File: src/rtl/nco_pkg.sv
// Shared definitions for the NCO and its sweep controller: widths, FSM states,
// sweep direction/mode encodings and the clamped step helper.
package nco_pkg;

  localparam int PHASE_W = 16;
  localparam int DWELL_W = 16;

  typedef enum logic {
    IDLE = 1'b0,
    RUN  = 1'b1
  } state_e;

  localparam logic DIR_UP   = 1'b0;
  localparam logic DIR_DOWN = 1'b1;

  localparam logic MODE_SINGLE   = 1'b0;
  localparam logic MODE_TRIANGLE = 1'b1;

  // One step from cur toward target; the extra bit catches wrap so an overflow
  // or underflow clamps to the target instead of folding to the other end.
  function automatic logic [PHASE_W-1:0] next_toward(
    input logic [PHASE_W-1:0] cur,
    input logic [PHASE_W-1:0] step,
    input logic               dir,
    input logic [PHASE_W-1:0] target
  );
    logic [PHASE_W:0] nxt;
    logic [PHASE_W-1:0] res;
    if (dir == DIR_UP) begin
      nxt = {1'b0, cur} + {1'b0, step};
      res = (nxt[PHASE_W] || (nxt[PHASE_W-1:0] > target)) ? target : nxt[PHASE_W-1:0];
    end else begin
      nxt = {1'b0, cur} - {1'b0, step};
      res = (nxt[PHASE_W] || (nxt[PHASE_W-1:0] < target)) ? target : nxt[PHASE_W-1:0];
    end
    return res;
  endfunction

endpackage

File: src/rtl/nco_dwell_timer.sv
// Loadable down-counter that measures how long each phase_inc value is held.
// Counts down to zero and then sits there until reloaded.
module nco_dwell_timer
  import nco_pkg::*;
#(
  parameter int W = DWELL_W
) (
  input  logic         clk,
  input  logic         reset,
  input  logic         load,
  input  logic [W-1:0] load_val,
  input  logic         dec,
  output logic         zero
);

  logic [W-1:0] cnt;

  always_ff @(posedge clk) begin
    if (reset) begin
      cnt <= '0;
    end else if (load) begin
      cnt <= load_val;
    end else if (dec && (cnt != '0)) begin
      cnt <= cnt - 1'b1;
    end
  end

  assign zero = (cnt == '0);

endmodule

File: src/rtl/nco_sweep_ctrl.sv
// Sweep controller driving the NCO phase increment: steps from start to stop,
// holding each value cfg_dwell+1 cycles, as a single sweep or a triangle.
module nco_sweep_ctrl
  import nco_pkg::*;
#(
  parameter int PHASE_W = nco_pkg::PHASE_W,
  parameter int DWELL_W = nco_pkg::DWELL_W
) (
  input  logic               clk,
  input  logic               reset,
  input  logic               start,
  input  logic               abort,
  input  logic [PHASE_W-1:0] cfg_start_inc,
  input  logic [PHASE_W-1:0] cfg_stop_inc,
  input  logic [PHASE_W-1:0] cfg_step,
  input  logic [DWELL_W-1:0] cfg_dwell,
  input  logic               cfg_mode,
  output logic [PHASE_W-1:0] phase_inc,
  output logic               step_strobe,
  output logic               busy,
  output logic               done
);

  // Handshake: start is a level sampled only in IDLE with abort low; abort wins
  // over start and takes effect on the next edge from any state.

  state_e state_q, state_d;

  logic [PHASE_W-1:0] phase_q, phase_d;
  logic               dir_q, dir_d;
  logic               busy_q, busy_d;
  logic               strobe_q, strobe_d;
  logic               done_q, done_d;

  // Configuration captured at start; lo/hi let one pair of targets serve both
  // an up-first and a down-first sweep.
  logic [PHASE_W-1:0] lo_r, hi_r, step_r;
  logic [DWELL_W-1:0] dwell_r;
  logic               mode_r;
  logic               cfg_load;

  logic               tmr_load;
  logic [DWELL_W-1:0] tmr_val;
  logic               tmr_dec;
  logic               tmr_zero;

  logic [PHASE_W-1:0] cur_target, flip_target;

  assign cur_target  = (dir_q == DIR_UP) ? hi_r : lo_r;
  assign flip_target = (dir_q == DIR_UP) ? lo_r : hi_r;
  assign tmr_dec     = (state_q == RUN) && !abort;

  nco_dwell_timer #(.W(DWELL_W)) u_dwell_timer (
    .clk      (clk),
    .reset    (reset),
    .load     (tmr_load),
    .load_val (tmr_val),
    .dec      (tmr_dec),
    .zero     (tmr_zero)
  );

  always_ff @(posedge clk) begin
    if (reset) begin
      state_q <= IDLE;
    end else begin
      state_q <= state_d;
    end
  end

  always_comb begin
    state_d  = state_q;
    phase_d  = phase_q;
    dir_d    = dir_q;
    busy_d   = busy_q;
    strobe_d = 1'b0;
    done_d   = 1'b0;
    tmr_load = 1'b0;
    tmr_val  = dwell_r;
    cfg_load = 1'b0;
    if (abort) begin
      state_d = IDLE;
      busy_d  = 1'b0;
    end else begin
      case (state_q)
        IDLE: begin
          if (start) begin
            cfg_load = 1'b1;
            phase_d  = cfg_start_inc;
            tmr_load = 1'b1;
            tmr_val  = cfg_dwell;
            dir_d    = (cfg_stop_inc >= cfg_start_inc) ? DIR_UP : DIR_DOWN;
            busy_d   = 1'b1;
            strobe_d = 1'b1;
            state_d  = RUN;
          end
        end
        RUN: begin
          if (tmr_zero) begin
            if (phase_q != cur_target) begin
              phase_d  = next_toward(phase_q, step_r, dir_q, cur_target);
              tmr_load = 1'b1;
              strobe_d = 1'b1;
            end else if (mode_r == MODE_SINGLE) begin
              done_d  = 1'b1;
              busy_d  = 1'b0;
              state_d = IDLE;
            end else if (phase_q != flip_target) begin
              // Turnaround: the endpoint already had its dwell, so step away at once.
              dir_d    = ~dir_q;
              phase_d  = next_toward(phase_q, step_r, ~dir_q, flip_target);
              tmr_load = 1'b1;
              strobe_d = 1'b1;
            end
          end
        end
        default: state_d = IDLE;
      endcase
    end
  end

  always_ff @(posedge clk) begin
    if (reset) begin
      phase_q  <= '0;
      dir_q    <= DIR_UP;
      busy_q   <= 1'b0;
      strobe_q <= 1'b0;
      done_q   <= 1'b0;
    end else begin
      phase_q  <= phase_d;
      dir_q    <= dir_d;
      busy_q   <= busy_d;
      strobe_q <= strobe_d;
      done_q   <= done_d;
    end
  end

  always_ff @(posedge clk) begin
    if (reset) begin
      lo_r    <= '0;
      hi_r    <= '0;
      step_r  <= '0;
      dwell_r <= '0;
      mode_r  <= MODE_SINGLE;
    end else if (cfg_load) begin
      lo_r    <= (cfg_stop_inc >= cfg_start_inc) ? cfg_start_inc : cfg_stop_inc;
      hi_r    <= (cfg_stop_inc >= cfg_start_inc) ? cfg_stop_inc : cfg_start_inc;
      step_r  <= (cfg_step == '0) ? {{(PHASE_W-1){1'b0}}, 1'b1} : cfg_step;
      dwell_r <= cfg_dwell;
      mode_r  <= cfg_mode;
    end
  end

  assign phase_inc   = phase_q;
  assign step_strobe = strobe_q;
  assign busy        = busy_q;
  assign done        = done_q;

endmodule
File: config.mk
export PLATFORM = sky130hd
export DESIGN_NAME = nco_sweep_ctrl
export DESIGN_NICKNAME = d
export VERILOG_FILES = /design/src/rtl/nco_pkg.sv /design/src/rtl/nco_dwell_timer.sv /design/src/rtl/nco_sweep_ctrl.sv
export SDC_FILE = /design/constraint.sdc
export NUM_CORES = 1
export LEC_CHECK = 0
export ABC_CLOCK_PERIOD_IN_PS = 13820
export CAP_MARGIN = 20
export CELL_PAD_IN_SITES_DETAIL_PLACEMENT = 1
export CELL_PAD_IN_SITES_GLOBAL_PLACEMENT = 2
export CORE_AREA = 10 10 193 195
export DETAILED_ROUTE_END_ITERATION = 10
export DIE_AREA = 0 0 203 205
export PLACE_DENSITY_LB_ADDON = 0.1
export SKIP_LAST_GASP = 1
export SYNTH_ARGS = -nofsm -noshare
export SYNTH_HDL_FRONTEND = slang
export SYNTH_SLANG_ARGS = --single-unit
File: constraint.sdc
create_clock -name clk -period 13.82 [get_ports clk]
set_input_delay 4.146 -clock clk [delete_from_list [all_inputs] [get_ports clk]]
set_output_delay 4.146 -clock clk [all_outputs]
set_load 0.01 [all_outputs]
==> out/results.md <==
| Metric | Value |
|:---|:---|
| Status | finished clean |
| Die outline area | 41,600 um2 |
| Worst path most repeated cell | sky130_fd_sc_hd__a21o_1 |
| Prevailing post-synth register cell | sky130_fd_sc_hd__dfxtp_1 |
| Core area | 33,300 um2 |
| Required arrival time at the worst endpoint | 14,110 ps |
| Diodes inserted | 0 |
| Instance count along the most critical hold path | 2 |
| Vertical die dimension | 205 um |
| Distinct cells, synth | 88 |
| P&R area growth vs syn | 15.5% |
| Worst-Skew Late Latency | 380 ps |
| GRT Residual Overflow | 0 |
| Maximum number of buffers from clock root to sink | 2 |
| Leakage | 0.00450 uW |
| Detailed Route Iter0 Violations | 615 |
| Arrival time worst endpoint | 7280 ps |
| Share of the synthesized area in the top cell type | 20.6% |
| Critical path, cell by cell | clkdlybuf4s50_1 -> inv_1 -> ha_1 -> nand2b_1 -> a21o_1 -> a21o_1 -> a21o_1 -> a21oi_1 -> o21ai_0 -> a41oi_2 -> buf_4 -> nor2_1 -> nor3_1 |
| Switching share of power | 45.5% |
| Async SR Flop Fraction | 0% |
| Setup-failing EPs final | 0 |
| Count of hold-fix buffers inserted at cts | 0 |
| Effective utilization at floorplan | 29.8% |
| Combinational share of power | 51.9% |
| Max Fclk | 0.143 GHz |
| Post-layout net count | 1,519 |
| Hold_sp | dwell_r[15] |
| Reg-to-reg slack, setup | 7770 ps |
| Number of buffer and inverter instances along the worst setup path | 3 |
| Final standard cell area without fillers | 11,500 um2 |
| Synth warnings | 0 |
| Power dissipated by switching net loads | 608 uW |
| Top cell family by delay on the critical path | compound AO/OA/AOI/OAI gates |
| Number of antenna violations at the first check in global routing | 0 |
| Hold WC Path Type | reg2reg |
| Maximum VDD drop | 0.0602 mV |
| RSZ-0062 raised after global routing | no |
| Pin count of the biggest net entering global routing | 70 |
| Number of H-tree branching levels | 3 |
| Main area contributors after synthesis | sky130_fd_sc_hd__dfxtp_1, sky130_fd_sc_hd__ha_1, sky130_fd_sc_hd__nor2_1, sky130_fd_sc_hd__mux2i_1, sky130_fd_sc_hd__xnor2_1 |
| Post-layout util | 34.4% |
| Wire length of the first global-routing pass | 62.0 mm |
| Pin slew with the least headroom to its limit | 1170 ps |
| Synthesized flop and latch total | 102 |
| Number of clock sinks | 102 |
| PD cells | 117 nW/um2 |
| Max-Cap Viols | 0 |
| Crit Reg-Reg Startpoint | phase_inc[0] |
| Post-synthesis instance total | 1,293 |
| Startpoint type of the worst setup path | primary input |
| Portion of total power attributed to sequential cells | 25.9% |
| Boundary Pins | 88 |
| Number of enable-type register cells in the synthesized netlist | 0 |
| Total nets after synthesis | 1,477 |
| Post-Synthesis Cell Area | 9920 um2 |
| Remaining max-slew budget at the tightest pin | 21.9% |
| DRC Markers | 0 |
| Internal power | 728 uW |
| Number of buffers created by CTS | 9 |
| Placed standard-cell area | 11,100 um2 |
| Vias per cell | 5.48 |
| Final weighted congestion in routability-driven placement | 0.875 |
| Antenna Violating Nets Remaining | 0 |
| CP peak stage delay | 680 ps |
| TritonCTS clock tree | done |
| Vias in the first global route | 9,872 |
| Final hold violation count | 0 |
| Wire length per cell after detailed routing | 22.9 um |
| Worst Hold Path EP | dwell_r[15] |
| Number of instances resized during post-cts repair | 0 |
| Clock edge transition at the registers on the reported setup and hold paths | 80 ps |
| Number of vias in the routed layout | 9,798 |
| Final Slew Violations | 0 |
| Launching element of the worst setup path | cfg_stop_inc[0] |
| Fillers | 4,062 |
| Number of placement rows | 67 |
| Cell type contributing the most total cell area after synthesis | sky130_fd_sc_hd__dfxtp_1 |
| Post-DP HPWL | 31.8 mm |
| Pre-antenna DRT Iters | 5 |
| Ratio of cells with drive above 1 in the final layout | 6.12% |
| Die Width | 203 um |
| Critical path fanouts, max | 18 |
| Number of buffers added for setup after CTS | 0 |
| Setup TNS Final | 0 ps |
| Largest clock skew in the final design | 11.8 ps |
| Worst flop-to-flop path endpoint | phase_inc[15] |
| Clock root cell | sky130_fd_sc_hd__clkbuf_16 |
| Startpoint-to-endpoint class of the critical path | in2reg |
| Clock share of power | 22.2% |
| Post-synthesis area per instance | 7.67 um2 |
| Period minus WS final | 6980 ps |
| Endpoint class of the critical path | flop |
| Total track usage | 19.3% |
| Worst-case reg-to-reg path depth | 19 |
| Fraction of the cycle the final worst path needs | 50.5% |
| Quantity of I/O buffers inserted on ports | 87 |
| Standard cell with the maximum stage delay on the critical path | sky130_fd_sc_hd__a41oi_2 |
| Seq/Total Area, Yosys | 20.6% |
| Drt total wl | 41.0 mm |
==> cell type report <==
class | instances | area [um2] | share of cell area (%)
multi-input cells | 1057 | 7310 | 63.8
flip-flops and latches | 102 | 2040 | 17.8
repair buffers | 102 | 988 | 8.63
well taps | 448 | 561 | 4.89
clock buffers | 10 | 239 | 2.09
inverters | 63 | 236 | 2.06
clock inverters | 6 | 85.1 | 0.743
==> worst max-delay path by stage <==
stage / to / slack, ps / cells after the start
6_report: hi_r[1] / 6840 / 13
4_1_cts: lo_r[2] / 6840 / 13
5_1_grt: lo_r[3] / 6610 / 13
3_3_place_gp: hi_r[0] / 6510 / 13
3_5_place_dp: lo_r[2] / 6460 / 13
2_1_floorplan: hi_r[10] / 7680 / 12
==> power by group through the flow <==
stage / Combinational, uW / Sequential, uW / Clock [uW]
after global routing: 758 / 349 / 314
after detailed placement: 685 / 353 / 0
after global placement: 677 / 353 / 0
after CTS: 689 / 346 / 304
after floorplan: 475 / 340 / 0
final: 693 / 346 / 297
==> layer usage <==
metal / track usage [%] / vias to the layer above / part of all wire [%]
met1: 25.6 / 4795 / 47
li1: - / 4754 / -
met3: 2.87 / 40 / 4.2
met2: 31.6 / 209 / 46
met5: 0 / - / 0
met4: 5.84 / 0 / 2.4
==> flip-flops by register name (all words and copies together), names as in the netlist <==
register           cells
busy                   1
dir_q                  1
done                   1
dwell_r               16
hi_r                  16
lo_r                  16
mode_r                 1
phase_inc             16
state_q                1
step_r                16
step_strobe            1
u_dwell_timer.cnt     16
==> cells by family (layout without fill, tap and decap cells) <==
family                   count (synthesis)  count (layout)  share of synthesized area [%]
AO/OA/AOI/OAI                          300             300                           20.4
XOR/XNOR                                64              64                           5.65
adder cells (fa/ha/maj)                115             115                           14.7
buffers and inverters                  134             181                           5.95
flip-flops                             102             102                           20.6
multiplexers                            75              75                           8.35
AND/OR/NAND/NOR                        503             503                           24.4
==> placed cells by master (no fill, tap or decap), types with 6 or more instances in the layout <==
cell type | netlist | routed
sky130_fd_sc_hd__a2111oi_0 | 17 | 17
sky130_fd_sc_hd__a211oi_1 | 27 | 27
sky130_fd_sc_hd__a21o_1 | 20 | 20
sky130_fd_sc_hd__a21oi_1 | 81 | 81
sky130_fd_sc_hd__a31oi_1 | 10 | 10
sky130_fd_sc_hd__buf_4 | 3 | 15
sky130_fd_sc_hd__clkbuf_16 | 0 | 9
sky130_fd_sc_hd__clkdlybuf4s50_1 | 0 | 86
sky130_fd_sc_hd__dfxtp_1 | 102 | 101
sky130_fd_sc_hd__ha_1 | 113 | 113
sky130_fd_sc_hd__inv_1 | 61 | 61
sky130_fd_sc_hd__mux2i_1 | 61 | 61
sky130_fd_sc_hd__mux2i_2 | 6 | 6
sky130_fd_sc_hd__nand2_1 | 86 | 86
sky130_fd_sc_hd__nand2b_1 | 12 | 12
sky130_fd_sc_hd__nand3_1 | 17 | 17
sky130_fd_sc_hd__nand4_1 | 11 | 11
sky130_fd_sc_hd__nor2_1 | 203 | 202
sky130_fd_sc_hd__nor2b_1 | 11 | 11
sky130_fd_sc_hd__nor3_1 | 87 | 87
sky130_fd_sc_hd__nor4_1 | 19 | 19
sky130_fd_sc_hd__nor4_2 | 6 | 6
sky130_fd_sc_hd__o2111ai_1 | 6 | 6
sky130_fd_sc_hd__o211ai_1 | 8 | 8
sky130_fd_sc_hd__o21a_1 | 10 | 10
sky130_fd_sc_hd__o21ai_0 | 52 | 52
sky130_fd_sc_hd__o21ai_1 | 6 | 6
sky130_fd_sc_hd__o21bai_1 | 8 | 8
sky130_fd_sc_hd__o31ai_1 | 10 | 10
sky130_fd_sc_hd__or2_2 | 9 | 9
sky130_fd_sc_hd__or3_1 | 7 | 7
sky130_fd_sc_hd__xnor2_1 | 56 | 56
sky130_fd_sc_hd__xor2_1 | 8 | 8
==> cells in the mapped netlist, types with 19 or more instances <==
master,n
sky130_fd_sc_hd__nor2_1,203
sky130_fd_sc_hd__ha_1,113
sky130_fd_sc_hd__dfxtp_1,102
sky130_fd_sc_hd__nor3_1,87
sky130_fd_sc_hd__nand2_1,86
sky130_fd_sc_hd__a21oi_1,81
sky130_fd_sc_hd__inv_1,61
sky130_fd_sc_hd__mux2i_1,61
sky130_fd_sc_hd__xnor2_1,56
sky130_fd_sc_hd__o21ai_0,52
sky130_fd_sc_hd__clkbuf_1,42
sky130_fd_sc_hd__a211oi_1,27
sky130_fd_sc_hd__a21o_1,20
sky130_fd_sc_hd__nor4_1,19
==> through the flow <==
stage	total power [uW]	instances	worst slack, ps	hold slack, ps
floorplan	815	1293	7680	440
detailed placement	1040	1772	6460	457
finish	1340	1788	6840	464
global placement	1030	1771	6510	453
CTS	1340	1788	6840	470
global route	1420	1788	6610	485
==> worst min-delay path: stages, from the launching register on <==
cell	delay [ps]
sky130_fd_sc_hd__dfxtp_1	300
sky130_fd_sc_hd__nand2_1	40
sky130_fd_sc_hd__a21oi_1	70
No activity file was read; power rests on OpenSTA's default activity.
